## config.mk

```make
export PLATFORM = sky130hd
export DESIGN_NAME = serial_subtractor
export DESIGN_NICKNAME = d
export VERILOG_FILES = /design/src/rtl/serial_sub_pkg.sv /design/src/rtl/full_subtractor.sv /design/src/rtl/serial_subtractor.sv
export SDC_FILE = /design/constraint.sdc
export NUM_CORES = 1
export LEC_CHECK = 0
export CELL_PAD_IN_SITES_DETAIL_PLACEMENT = 0
export CELL_PAD_IN_SITES_GLOBAL_PLACEMENT = 1
export CORE_UTILIZATION = 43
export CTS_BUF_LIST = sky130_fd_sc_hd__clkbuf_8
export DETAILED_ROUTE_END_ITERATION = 16
export GPL_ROUTABILITY_DRIVEN = 1
export PLACE_DENSITY = 0.9
export SLEW_MARGIN = 0
export SYNTH_ARGS = -nofsm -noshare
export SYNTH_HDL_FRONTEND = slang
export SYNTH_HIERARCHICAL = 1
export SYNTH_SLANG_ARGS = --single-unit
```

## constraint.sdc

```tcl
create_clock -name clk -period 1.6 [get_ports clk]
set_input_delay 0.32 -clock clk [delete_from_list [all_inputs] [get_ports clk]]
set_output_delay 0.32 -clock clk [all_outputs]
set_load 0.03 [all_outputs]
```

## src/rtl/serial_sub_pkg.sv

```systemverilog
// Shared types and helpers for the bit-serial subtractor.
// FSM encoding is fixed by localparams so state values stay stable across builds.
package serial_sub_pkg;

  localparam logic [1:0] ST_IDLE  = 2'd0;
  localparam logic [1:0] ST_SHIFT = 2'd1;
  localparam logic [1:0] ST_DONE  = 2'd2;

  typedef enum logic [1:0] {
    IDLE  = ST_IDLE,
    SHIFT = ST_SHIFT,
    DONE  = ST_DONE
  } state_t;

  // Bit-counter width: enough to hold 0..w-1, never narrower than one bit.
  function automatic int cnt_width(input int w);
    if (w <= 2) begin
      return 1;
    end else begin
      return $clog2(w);
    end
  endfunction

endpackage : serial_sub_pkg

```

## src/rtl/full_subtractor.sv

```systemverilog
// One-bit full subtractor cell: d = a - b - bin, bout = borrow out.
// Purely combinational; the serial datapath reuses this single cell every cycle.
module full_subtractor (
  input  logic i_a,
  input  logic i_b,
  input  logic i_bin,
  output logic o_d,
  output logic o_bout
);

  assign o_d    = i_a ^ i_b ^ i_bin;
  assign o_bout = (~i_a & i_b) | (~(i_a ^ i_b) & i_bin);

endmodule : full_subtractor

```

## src/rtl/serial_subtractor.sv

```systemverilog
// Bit-serial unsigned subtractor: diff = a - b (mod 2^WIDTH) with final borrow.
// One bit per clock, LSB first, using a single full_subtractor cell and a
// borrow flip-flop. Optional macro SUB_OVF_EN adds a signed-overflow output.
module serial_subtractor
  import serial_sub_pkg::*;
#(
  parameter int WIDTH = 8
) (
  input  logic             clk,
  input  logic             rst_n,
  input  logic             start,
  input  logic [WIDTH-1:0] a,
  input  logic [WIDTH-1:0] b,
  output logic             busy,
  output logic             done,
  output logic [WIDTH-1:0] diff,
  output logic             borrow_out
`ifdef SUB_OVF_EN
  ,
  output logic             ovf
`endif
);

  localparam int CW = cnt_width(WIDTH);
  localparam logic [CW-1:0] LAST = CW'(WIDTH - 1);

  state_t           r_state;
  logic [WIDTH-1:0] r_a_sr;
  logic [WIDTH-1:0] r_b_sr;
  logic [WIDTH-2:0] r_res_sr;
  logic             r_borrow;
  logic [CW-1:0]    r_count;

  logic             w_d;
  logic             w_bout;
  logic [WIDTH-1:0] w_res_next;
  logic             w_load;
  logic             w_finish;

  full_subtractor u_fs (
    .i_a   (r_a_sr[0]),
    .i_b   (r_b_sr[0]),
    .i_bin (r_borrow),
    .o_d   (w_d),
    .o_bout(w_bout)
  );

  // New result bit enters at the MSB; after the last shift this is the full difference.
  assign w_res_next = {w_d, r_res_sr};
  // A start is only honoured when no operation is in flight.
  assign w_load     = start && ((r_state == IDLE) || (r_state == DONE));
  assign w_finish   = (r_state == SHIFT) && (r_count == LAST);

  // Control FSM and datapath: load operands, shift one bit per cycle, publish result.
  always_ff @(posedge clk or negedge rst_n) begin
    if (!rst_n) begin
      r_state    <= IDLE;
      r_a_sr     <= {WIDTH{1'b0}};
      r_b_sr     <= {WIDTH{1'b0}};
      r_res_sr   <= {(WIDTH-1){1'b0}};
      r_borrow   <= 1'b0;
      r_count    <= {CW{1'b0}};
      busy       <= 1'b0;
      done       <= 1'b0;
      diff       <= {WIDTH{1'b0}};
      borrow_out <= 1'b0;
    end else begin
      case (r_state)
        IDLE, DONE: begin
          done <= 1'b0;
          if (w_load) begin
            r_state  <= SHIFT;
            r_a_sr   <= a;
            r_b_sr   <= b;
            r_borrow <= 1'b0;
            r_count  <= {CW{1'b0}};
            busy     <= 1'b1;
          end else begin
            r_state <= IDLE;
            busy    <= 1'b0;
          end
        end
        SHIFT: begin
          r_a_sr   <= {1'b0, r_a_sr[WIDTH-1:1]};
          r_b_sr   <= {1'b0, r_b_sr[WIDTH-1:1]};
          r_res_sr <= w_res_next[WIDTH-1:1];
          r_borrow <= w_bout;
          r_count  <= r_count + CW'(1);
          if (w_finish) begin
            r_state    <= DONE;
            diff       <= w_res_next;
            borrow_out <= w_bout;
            busy       <= 1'b0;
            done       <= 1'b1;
          end else begin
            r_state <= SHIFT;
          end
        end
        default: begin
          r_state <= IDLE;
          busy    <= 1'b0;
          done    <= 1'b0;
        end
      endcase
    end
  end

`ifdef SUB_OVF_EN
  logic r_a_sign;
  logic r_b_sign;

  // Capture operand signs at load and evaluate signed overflow when the result lands.
  always_ff @(posedge clk or negedge rst_n) begin
    if (!rst_n) begin
      r_a_sign <= 1'b0;
      r_b_sign <= 1'b0;
      ovf      <= 1'b0;
    end else begin
      if (w_load) begin
        r_a_sign <= a[WIDTH-1];
        r_b_sign <= b[WIDTH-1];
      end
      if (w_finish) begin
        ovf <= (r_a_sign != r_b_sign) && (w_res_next[WIDTH-1] != r_a_sign);
      end
    end
  end
`endif

endmodule : serial_subtractor

```

==> results of run 1 <==
[worst max-delay path, cell delays in order, from the launching register on]
cell	delay (ns)
dfrtp_1	0.40
ha_1	0.21
ha_1	0.29
nand2_8	0.17
mux2_4	0.31
[layout make-up]
class | instances | share of cell area (%)
multi-input cells | 106 | 31.9
flip-flops and latches | 40 | 42.3
inverters | 5 | 0.794
repair buffers | 40 | 15.6
clock inverters | 3 | 3.81
clock buffers | 5 | 2.91
well taps | 50 | 2.65
[cells by family after synthesis]
kind of cell | share of synthesized area [%]
simple gates | 14.3
fa+ha+maj | 2.44
compound gates | 10.2
buf+inv | 4.75
mux | 14.1
flops | 54.3
[path summary, 6_finish.rpt]
check	from	to	depth (start not counted)
worst max-delay path	r_count[0]$_DFFE_PN0P_	diff[1]$_DFFE_PN0P_	4
worst min-delay path	done$_DFFE_PN0P_	done$_DFFE_PN0P_	2
worst max register to register	r_count[0]$_DFFE_PN0P_	diff[1]$_DFFE_PN0P_	4
worst min register to register	done$_DFFE_PN0P_	done$_DFFE_PN0P_	2
max in group asynchronous	rst_n	r_b_sr[3]$_DFFE_PN0P_	3
min in group asynchronous	rst_n	diff[3]$_DFFE_PN0P_	2
[metrics by stage]
stage	utilization (%)	hold WS [ns]	std cells	setup slack (ns)	instance area, um2
2_1_floorplan	-	0.0244	163	0.222	1840
5_1_grt	58.3	0.514	249	0.0362	2360
6_report	58.3	0.486	249	0.0933	2360
4_1_cts	58.3	0.493	249	0.0802	2360
3_3_place_gp	54.5	0.288	240	0.0686	2210
3_5_place_dp	54.5	0.301	240	0.00333	2210
[per-layer routing]
layer / wire (um) / vias to the layer above / global-route usage, %
met5: 0 / - / 0
met3: 114 / 7 / 4.56
li1: - / 625 / -
met4: 44 / 0 / 6.38
met2: 1800 / 30 / 30.8
met1: 1520 / 654 / 21.4
[cells in the mapped netlist, drive strengths merged]
master,n
dfrtp,40
nand2,24
mux2,12
mux2i,9
nor2b,9
nor2,8
a211oi,7
a21oi,7
buf,7
clkbuf,5
inv,5
nand3,5
nor3,5
o22ai,5
o21ai,4
a22o,3
a22oi,2
ha,2
nand2b,2
fa,1
o31ai,1
[flip-flops by register name, summed over array words and instances, names as in the netlist]
name / count
r_state: 2
borrow_out: 1
r_count: 3
r_res_sr: 7
r_b_sr: 8
r_a_sr: 8
done: 1
diff: 8
r_borrow: 1
busy: 1
[report_power, final]
| part | leakage (nW) | switching [W] | internal (W) |
|---|---|---|---|
| clock network | 0.0784 | 0.000350 | 0.000780 |
| logic | 0.553 | 0.00104 | 0.000925 |
| registers | 0.494 | 0.000323 | 0.00149 |
[repair_timing]
action | in CTS | in global routing
resized for setup | 11 | 0
endpoints found under the hold margin | 19 | 0
setup endpoints to repair | 11 | 0
hold buffers | 1 | 0
==> flow_summary.toml, run 1 <==
[global_route]
overflow = 0
grt_pass1_vias = 1267
grt_antenna_before_repair = 0
grtUsageTotal_pct = 17.9
grt_max_degree = 22
grt_pass1_wl_um = 5980

[final_layout]
diodes = 0
multi_input_area_um2 = 754
final_common_cell = "dfrtp_1"
seqCellArea_mm2 = 0.00100
final_cell_mix = "dfrtp_1 (40), nand2_1 (23), clkdlybuf4s50_1 (17)"
drive_gt1_share_pct = 16.6
fillerInstances = 343
synthToLayoutAreaGrowth_pct = 28.3
final_net_count = 220

[yosys]
yosysWarningCount = 6
synth_top_area_cell = "dfrtp_1"
avgSynthCellArea_um2 = 11.3
syn_nets = 185
synth_top_area_share_pct = 54.3
synth_cells = 163
synth_area_mm2 = 0.00184
synth_seq_area_share_pct = 54.3
synth_area_leaders = "dfrtp_1 (54%), mux2_4 (7.3%), mux2i_1 (4.9%)"
synth_cell_types = 27
synth_seq_cells = 40

[sta]
finalMaxSlewViolations = 0
finalCritPeriodShare_pct = 94.2
skew_ns = 0.00733
clock.fmax_mhz = 664
relSlewSlack_pct = 67.3
fin_setup_tns_ns = 0
min_period_ns = 1.51
setup_viol = 0
hold_viol_final = 0
rsz0062_at_grt = "no"
worst_pin_slew_ns = 0.490

[clocking]
cts_root_buf = "clkbuf_8"
clkTransAtPathRegs_ns = 0.07
post-cts-setup-buffers = 0
cts_sinks = 40
cts_tree = "done"
clockBufferDepth = 2
cts_made_buffers = 5
htreeDepth = 2
clk_latency_ns = 0.29

[routing]
drc = 0
drt.antenna.violating_nets = 0
wl_per_cell_um = 14.0
viasPerCell = 5.29
drt_iter0_drc = 86
finalWirelength_um = 3480
vias = 1316
drt_pass1_iterations = 4

[job]
maxCapViolations = 0

[critical_path]
critPathArrivalTime_ns = 1.68
endpoint_kind = "flip-flop"
path_max_fanout = 10
start_kind = "flip-flop"
rrSetupSlack_ns = 0.09
crit_type = "flip-flop to flip-flop"
critPathRequiredTime_ns = 1.77

[placement]
place_congestion = 0.705
hpwl_um = 2510
portBuffers = 29

[floorplanning]
initial_core_util_pct = 45.4
fp.dieW_um = 67.5
ios = 30
dieArea_mm2 = 0.00455
die_h_um = 67.5
coreArea_mm2 = 0.00406
std_cell_rows = 23

[hold_path]
min_path_type = "flip-flop to flip-flop"

[pwr]
total_power_w = 0.00490
leakage_nw = 1.12
p_per_area_mw_per_mm2 = 2070
ir_drop_mv = 0.850

[status]
outcome = "finished clean"
Note: power is estimated with default switching activity, not from simulation.
==> run 2, diff against run 1 <==
--- a/config.mk
+++ b/config.mk
@@ -11,7 +11,7 @@
 export CTS_BUF_LIST = sky130_fd_sc_hd__clkbuf_8
 export DETAILED_ROUTE_END_ITERATION = 16
 export GPL_ROUTABILITY_DRIVEN = 1
-export PLACE_DENSITY = 0.9
+export PLACE_DENSITY_LB_ADDON = 0.1
 export SLEW_MARGIN = 0
 export SYNTH_ARGS = -nofsm -noshare
 export SYNTH_HDL_FRONTEND = slang
==> flow_summary.toml, run 2 (synthesized netlist as in run 1, its figures left out) <==
[status]
outcome = "finished clean"

[clocking]
cts_tree = "done"
cts_root_buf = "clkbuf_8"
clk_latency_ns = 0.28
post-cts-setup-buffers = 0
cts_sinks = 40
htreeDepth = 2
cts_made_buffers = 5
clkTransAtPathRegs_ns = 0.07
clockBufferDepth = 2

[pwr]
power_switching_share_pct = 37.4
p_per_area_mw_per_mm2 = 1910
leakage_nw = 1.10
pwr-share-seq_pct = 40.6
p_int_w = 0.00274
power_frac_comb_pct = 44.3
ir_drop_mv = 0.653
netSwitchingPower_w = 0.00164
clkPwrFrac_pct = 15.0

[sta]
finalCritPeriodShare_pct = 92.2
fin_setup_tns_ns = 0
setup_viol = 0
min_period_ns = 1.47
worst_pin_slew_ns = 0.459
finalWorstSetupSlack_ns = 0.125
hold_viol_final = 0
relSlewSlack_pct = 69.3
hold_slack_ns = 0.485
rsz0062_at_grt = "no"
skew_ns = 0.00414
finalMaxSlewViolations = 0
clock.fmax_mhz = 678

[final_layout]
diodes = 0
final_common_cell = "dfrtp_1"
reg_top3 = "diff x8, r_a_sr x8, r_b_sr x8"
synthToLayoutAreaGrowth_pct = 24.4
final_cell_mix = "dfrtp_1 (40), nand2_1 (23), clkdlybuf4s50_1 (17)"
final_net_count = 218
fillerInstances = 349
drive_gt1_share_pct = 14.7

[hold_path]
min_path_type = "flip-flop to flip-flop"
min_from = "r_res_sr[0]$_DFFE_PN0P_"

[critical_path]
crit_type = "flip-flop to flip-flop"
slowest_stage = "dfrtp_1"
critPathArrivalTime_ns = 1.65
path_cells = "ha_1 > ha_1 > nand2_8 > mux2_4"
path_max_fanout = 10
slowest_delay_ns = 0.40
cpLargestDelayFamily = "adder cells"
rrSetupSlack_ns = 0.13
crit_cells = 4
start_kind = "flip-flop"
critPathRequiredTime_ns = 1.77
r2r_cells = 4
worstReg2RegEnd = "diff[7]$_DFFE_PN0P_"
crit_path_end = "diff[7]$_DFFE_PN0P_"
worstSetupStartpoint = "r_count[0]$_DFFE_PN0P_"
cpMostUsedCell = "ha_1"
critPathBufInv = 0
r2r-start = "r_count[0]$_DFFE_PN0P_"
endpoint_kind = "flip-flop"

[global_route]
grt_max_degree = 41
grt_pass1_vias = 1260
grtUsageTotal_pct = 16.9
grt_antenna_before_repair = 0
grt_pass1_wl_um = 5570
overflow = 0

[floorplanning]
fp.dieW_um = 67.5
dieArea_mm2 = 0.00455
std_cell_rows = 23
ios = 30
coreArea_mm2 = 0.00406
die_h_um = 67.5
initial_core_util_pct = 45.4

[placement]
hpwl_um = 2240
place_congestion = 0.703
portBuffers = 29
pre_cts_ws_ns = 0.0290

[job]
maxCapViolations = 0

[routing]
drt_pass1_iterations = 6
wl_per_cell_um = 13.1
viasPerCell = 5.09
drt.antenna.violating_nets = 0
drt_iter0_drc = 46
finalWirelength_um = 3240
vias = 1256
drc = 0
[run 2: what timing repair did]
| action | CTS | global route |
|---|---|---|
| endpoints found under the hold margin | 4 | 0 |
| gates resized for setup | 11 | 0 |
| endpoints found under the setup margin | 11 | 0 |
| hold buffers | 1 | 0 |
[run 2: how the worst min path moves through the flow]
stage	endpoint	slack [ns]	cells past startpoint
after floorplan	borrow_out$_DFFE_PN0P_	0.02	0
after global placement	diff[0]$_DFFE_PN0P_	0.31	2
after detailed placement	r_res_sr[0]$_DFFE_PN0P_	0.31	2
after CTS	r_res_sr[0]$_DFFE_PN0P_	0.49	2
after global routing	diff[2]$_DFFE_PN0P_	0.53	1
final	r_res_sr[0]$_DFFE_PN0P_	0.48	2
[run 2: routing by layer]
layer  share of wire (%)  GRT usage (%)  wire (um)
met4                 1.9           7.98         63
met3                 3.1           4.05        100
met1                  47           20.6       1530
met2                  48           27.8       1540
met5                   0              0          0
[run 2: power by group through the flow]
stage               combinational (W)  sequential, W  clock [W]
finish                        0.00194        0.00178   0.000659
global route                  0.00216        0.00186   0.000747
CTS                           0.00197        0.00179   0.000689
detailed placement            0.00205        0.00181          0
global placement              0.00199        0.00179          0
floorplan                     0.00126        0.00199          0
[run 2: worst reg2reg max path: cells and delay by family (launching register included)]
kind	cells	cell delay (ns)
fa+ha+maj	2	0.49
flops	1	0.40
mux	1	0.31
simple gates	1	0.16
[run 2: area by class of cell]
cell class	instances	area, um2	share of cell area (%)
multi-input combinational	106	754	32.9
tap	50	62.6	2.73
inverter	5	18.8	0.818
timing repair buffer	38	367	16.0
clock buffer	6	82.6	3.60
clock inverter	2	7.51	0.327
sequential	40	1000	43.6
[run 2: stage by stage]
stage	total power, W	instance area [um2]	std cells	util, %
floorplan	0.00325	1840	163	-
CTS	0.00445	2290	247	56.5
global route	0.00477	2290	247	56.5
detailed placement	0.00386	2210	238	54.4
finish	0.00438	2290	247	56.5
global placement	0.00379	2210	238	54.4
==> run 3, diff against run 2 <==
--- a/config.mk
+++ b/config.mk
@@ -8,10 +8,11 @@
 export CELL_PAD_IN_SITES_DETAIL_PLACEMENT = 0
 export CELL_PAD_IN_SITES_GLOBAL_PLACEMENT = 1
 export CORE_UTILIZATION = 43
-export CTS_BUF_LIST = sky130_fd_sc_hd__clkbuf_8
+export CTS_BUF_LIST = sky130_fd_sc_hd__clkbuf_4
 export DETAILED_ROUTE_END_ITERATION = 16
 export GPL_ROUTABILITY_DRIVEN = 1
 export PLACE_DENSITY_LB_ADDON = 0.1
+export REMOVE_ABC_BUFFERS = 1
 export SLEW_MARGIN = 0
 export SYNTH_ARGS = -nofsm -noshare
 export SYNTH_HDL_FRONTEND = slang
==> flow_summary.toml, run 3 (synthesized netlist as in run 1, its figures left out) <==
[status]
outcome = "finished clean"

[critical_path]
start_kind = "flip-flop"
endpoint_kind = "flip-flop"
slowest_delay_ns = 0.41
rrSetupSlack_ns = 0.13
cpMostUsedCell = "ha_1"
critPathArrivalTime_ns = 1.70
worstReg2RegEnd = "borrow_out$_DFFE_PN0P_"
r2r-start = "r_count[0]$_DFFE_PN0P_"
path_max_fanout = 10
path_cells = "ha_1 > ha_1 > nand2_8 > mux2_4"
crit_type = "flip-flop to flip-flop"
critPathRequiredTime_ns = 1.84
slowest_stage = "dfrtp_1"
r2r_cells = 4

[placement]
hpwl_um = 2380
portBuffers = 29
placed_cells = 241
place_congestion = 0.711

[pwr]
p_per_area_mw_per_mm2 = 1920
pwr-share-seq_pct = 40.7
power_frac_comb_pct = 44.9
netSwitchingPower_w = 0.00165
clkPwrFrac_pct = 14.4
power_switching_share_pct = 37.6
ir_drop_mv = 0.660
leakage_nw = 1.09
p_int_w = 0.00274

[routing]
drt_pass1_iterations = 4
drt.antenna.violating_nets = 0
drc = 0
viasPerCell = 5.16
finalWirelength_um = 3360
vias = 1289
drt_iter0_drc = 89
wl_per_cell_um = 13.4

[floorplanning]
die_h_um = 67.5
ios = 30
initial_core_util_pct = 45.4
std_cell_rows = 23
fp.dieW_um = 67.5
dieArea_mm2 = 0.00455
coreArea_mm2 = 0.00406

[sta]
skew_ns = 0.00584
relSlewSlack_pct = 70.2
rsz0062_at_grt = "no"
finalMaxSlewViolations = 0
hold_viol_final = 0
min_period_ns = 1.47
setup_viol = 0
finalCritPeriodShare_pct = 91.7
worst_pin_slew_ns = 0.446
clock.fmax_mhz = 681
hold_slack_ns = 0.448
fin_setup_tns_ns = 0

[final_layout]
reg_top3 = "diff x8, r_a_sr x8, r_b_sr x8"
stdcell_count = 250
drive_gt1_share_pct = 16.0
final_common_cell = "dfrtp_1"
final_cell_mix = "dfrtp_1 (40), nand2_1 (23), clkdlybuf4s50_1 (17)"
synthToLayoutAreaGrowth_pct = 24.2
final_net_count = 221
diodes = 0

[hold_path]
min_path_type = "input pin to async pin"

[global_route]
grt_pass1_vias = 1241
grt_max_degree = 24
grt_pass1_wl_um = 5510
grt_antenna_before_repair = 0
overflow = 0
use_met2_pct = 26.6
top_usage_layer = "met2"
met1_usage_pct = 21.2
met3_usage_pct = 3.55
grtUsageTotal_pct = 16.8

[job]
maxCapViolations = 0

[clocking]
cts_made_buffers = 5
clkTransAtPathRegs_ns = 0.11
post-cts-setup-buffers = 0
cts_sinks = 40
htreeDepth = 2
cts_root_buf = "clkbuf_4"
cts_tree = "done"
clk_latency_ns = 0.34
clockBufferDepth = 2
run 3: per-layer routing:
layer  vias up  wire, um
li1        632         -
met1       619      1550
met2        34      1600
met3         4       174
met4         0        31
met5         -         0
run 3: area by class of cell:
cell class / instances / area [um2]
fill: 338 / 1770
timing repair buffer: 41 / 377
clock inverter: 3 / 37.5
inverter: 5 / 18.8
tap: 50 / 62.6
multi-input combinational: 106 / 754
clock buffer: 5 / 37.5
sequential: 40 / 1000
run 3: power by group through the flow:
stage	combinational [W]	clock, W	sequential, W
after floorplan	0.00108	0	0.00205
after CTS	0.00199	0.000662	0.00179
after global placement	0.00201	0	0.00180
after detailed placement	0.00207	0	0.00182
after global routing	0.00219	0.000708	0.00185
final	0.00197	0.000632	0.00179
run 3: worst max-delay path by stage:
stage	start	endpoint	cells past startpoint
CTS	r_count[0]$_DFFE_PN0P_	diff[1]$_DFFE_PN0P_	4
floorplan	r_state[0]$_DFF_PN0_	borrow_out$_DFFE_PN0P_	3
detailed placement	start	r_a_sr[2]$_DFFE_PN0P_	5
global route	r_count[0]$_DFFE_PN0P_	diff[1]$_DFFE_PN0P_	4
global placement	start	r_a_sr[2]$_DFFE_PN0P_	5
finish	r_count[0]$_DFFE_PN0P_	borrow_out$_DFFE_PN0P_	4
run 3: repair_timing:
| action | CTS | global route |
|---|---|---|
| hold buffers | 1 | 0 |
| resized for setup | 11 | 0 |
| setup endpoints to repair | 11 | 0 |
| hold endpoints to repair | 17 | 0 |
run 3: worst max-delay path: cells and delay by family (launching register included):
family | cells | cell delay [ns]
adder cells (fa/ha/maj) | 2 | 0.48
flip-flops | 1 | 0.41
multiplexers | 1 | 0.31
AND/OR/NAND/NOR | 1 | 0.16
run 3: through the flow:
step / power [W] / instance area, um2 / utilization (%) / setup slack [ns]
final: 0.00438 / 2290 / 56.4 / 0.132
after detailed placement: 0.00389 / 2220 / 54.6 / 0.117
after floorplan: 0.00313 / 1770 / - / -0.0598
after global routing: 0.00475 / 2290 / 56.4 / 0.0737
after global placement: 0.00381 / 2220 / 54.6 / 0.141
after CTS: 0.00444 / 2290 / 56.4 / 0.115
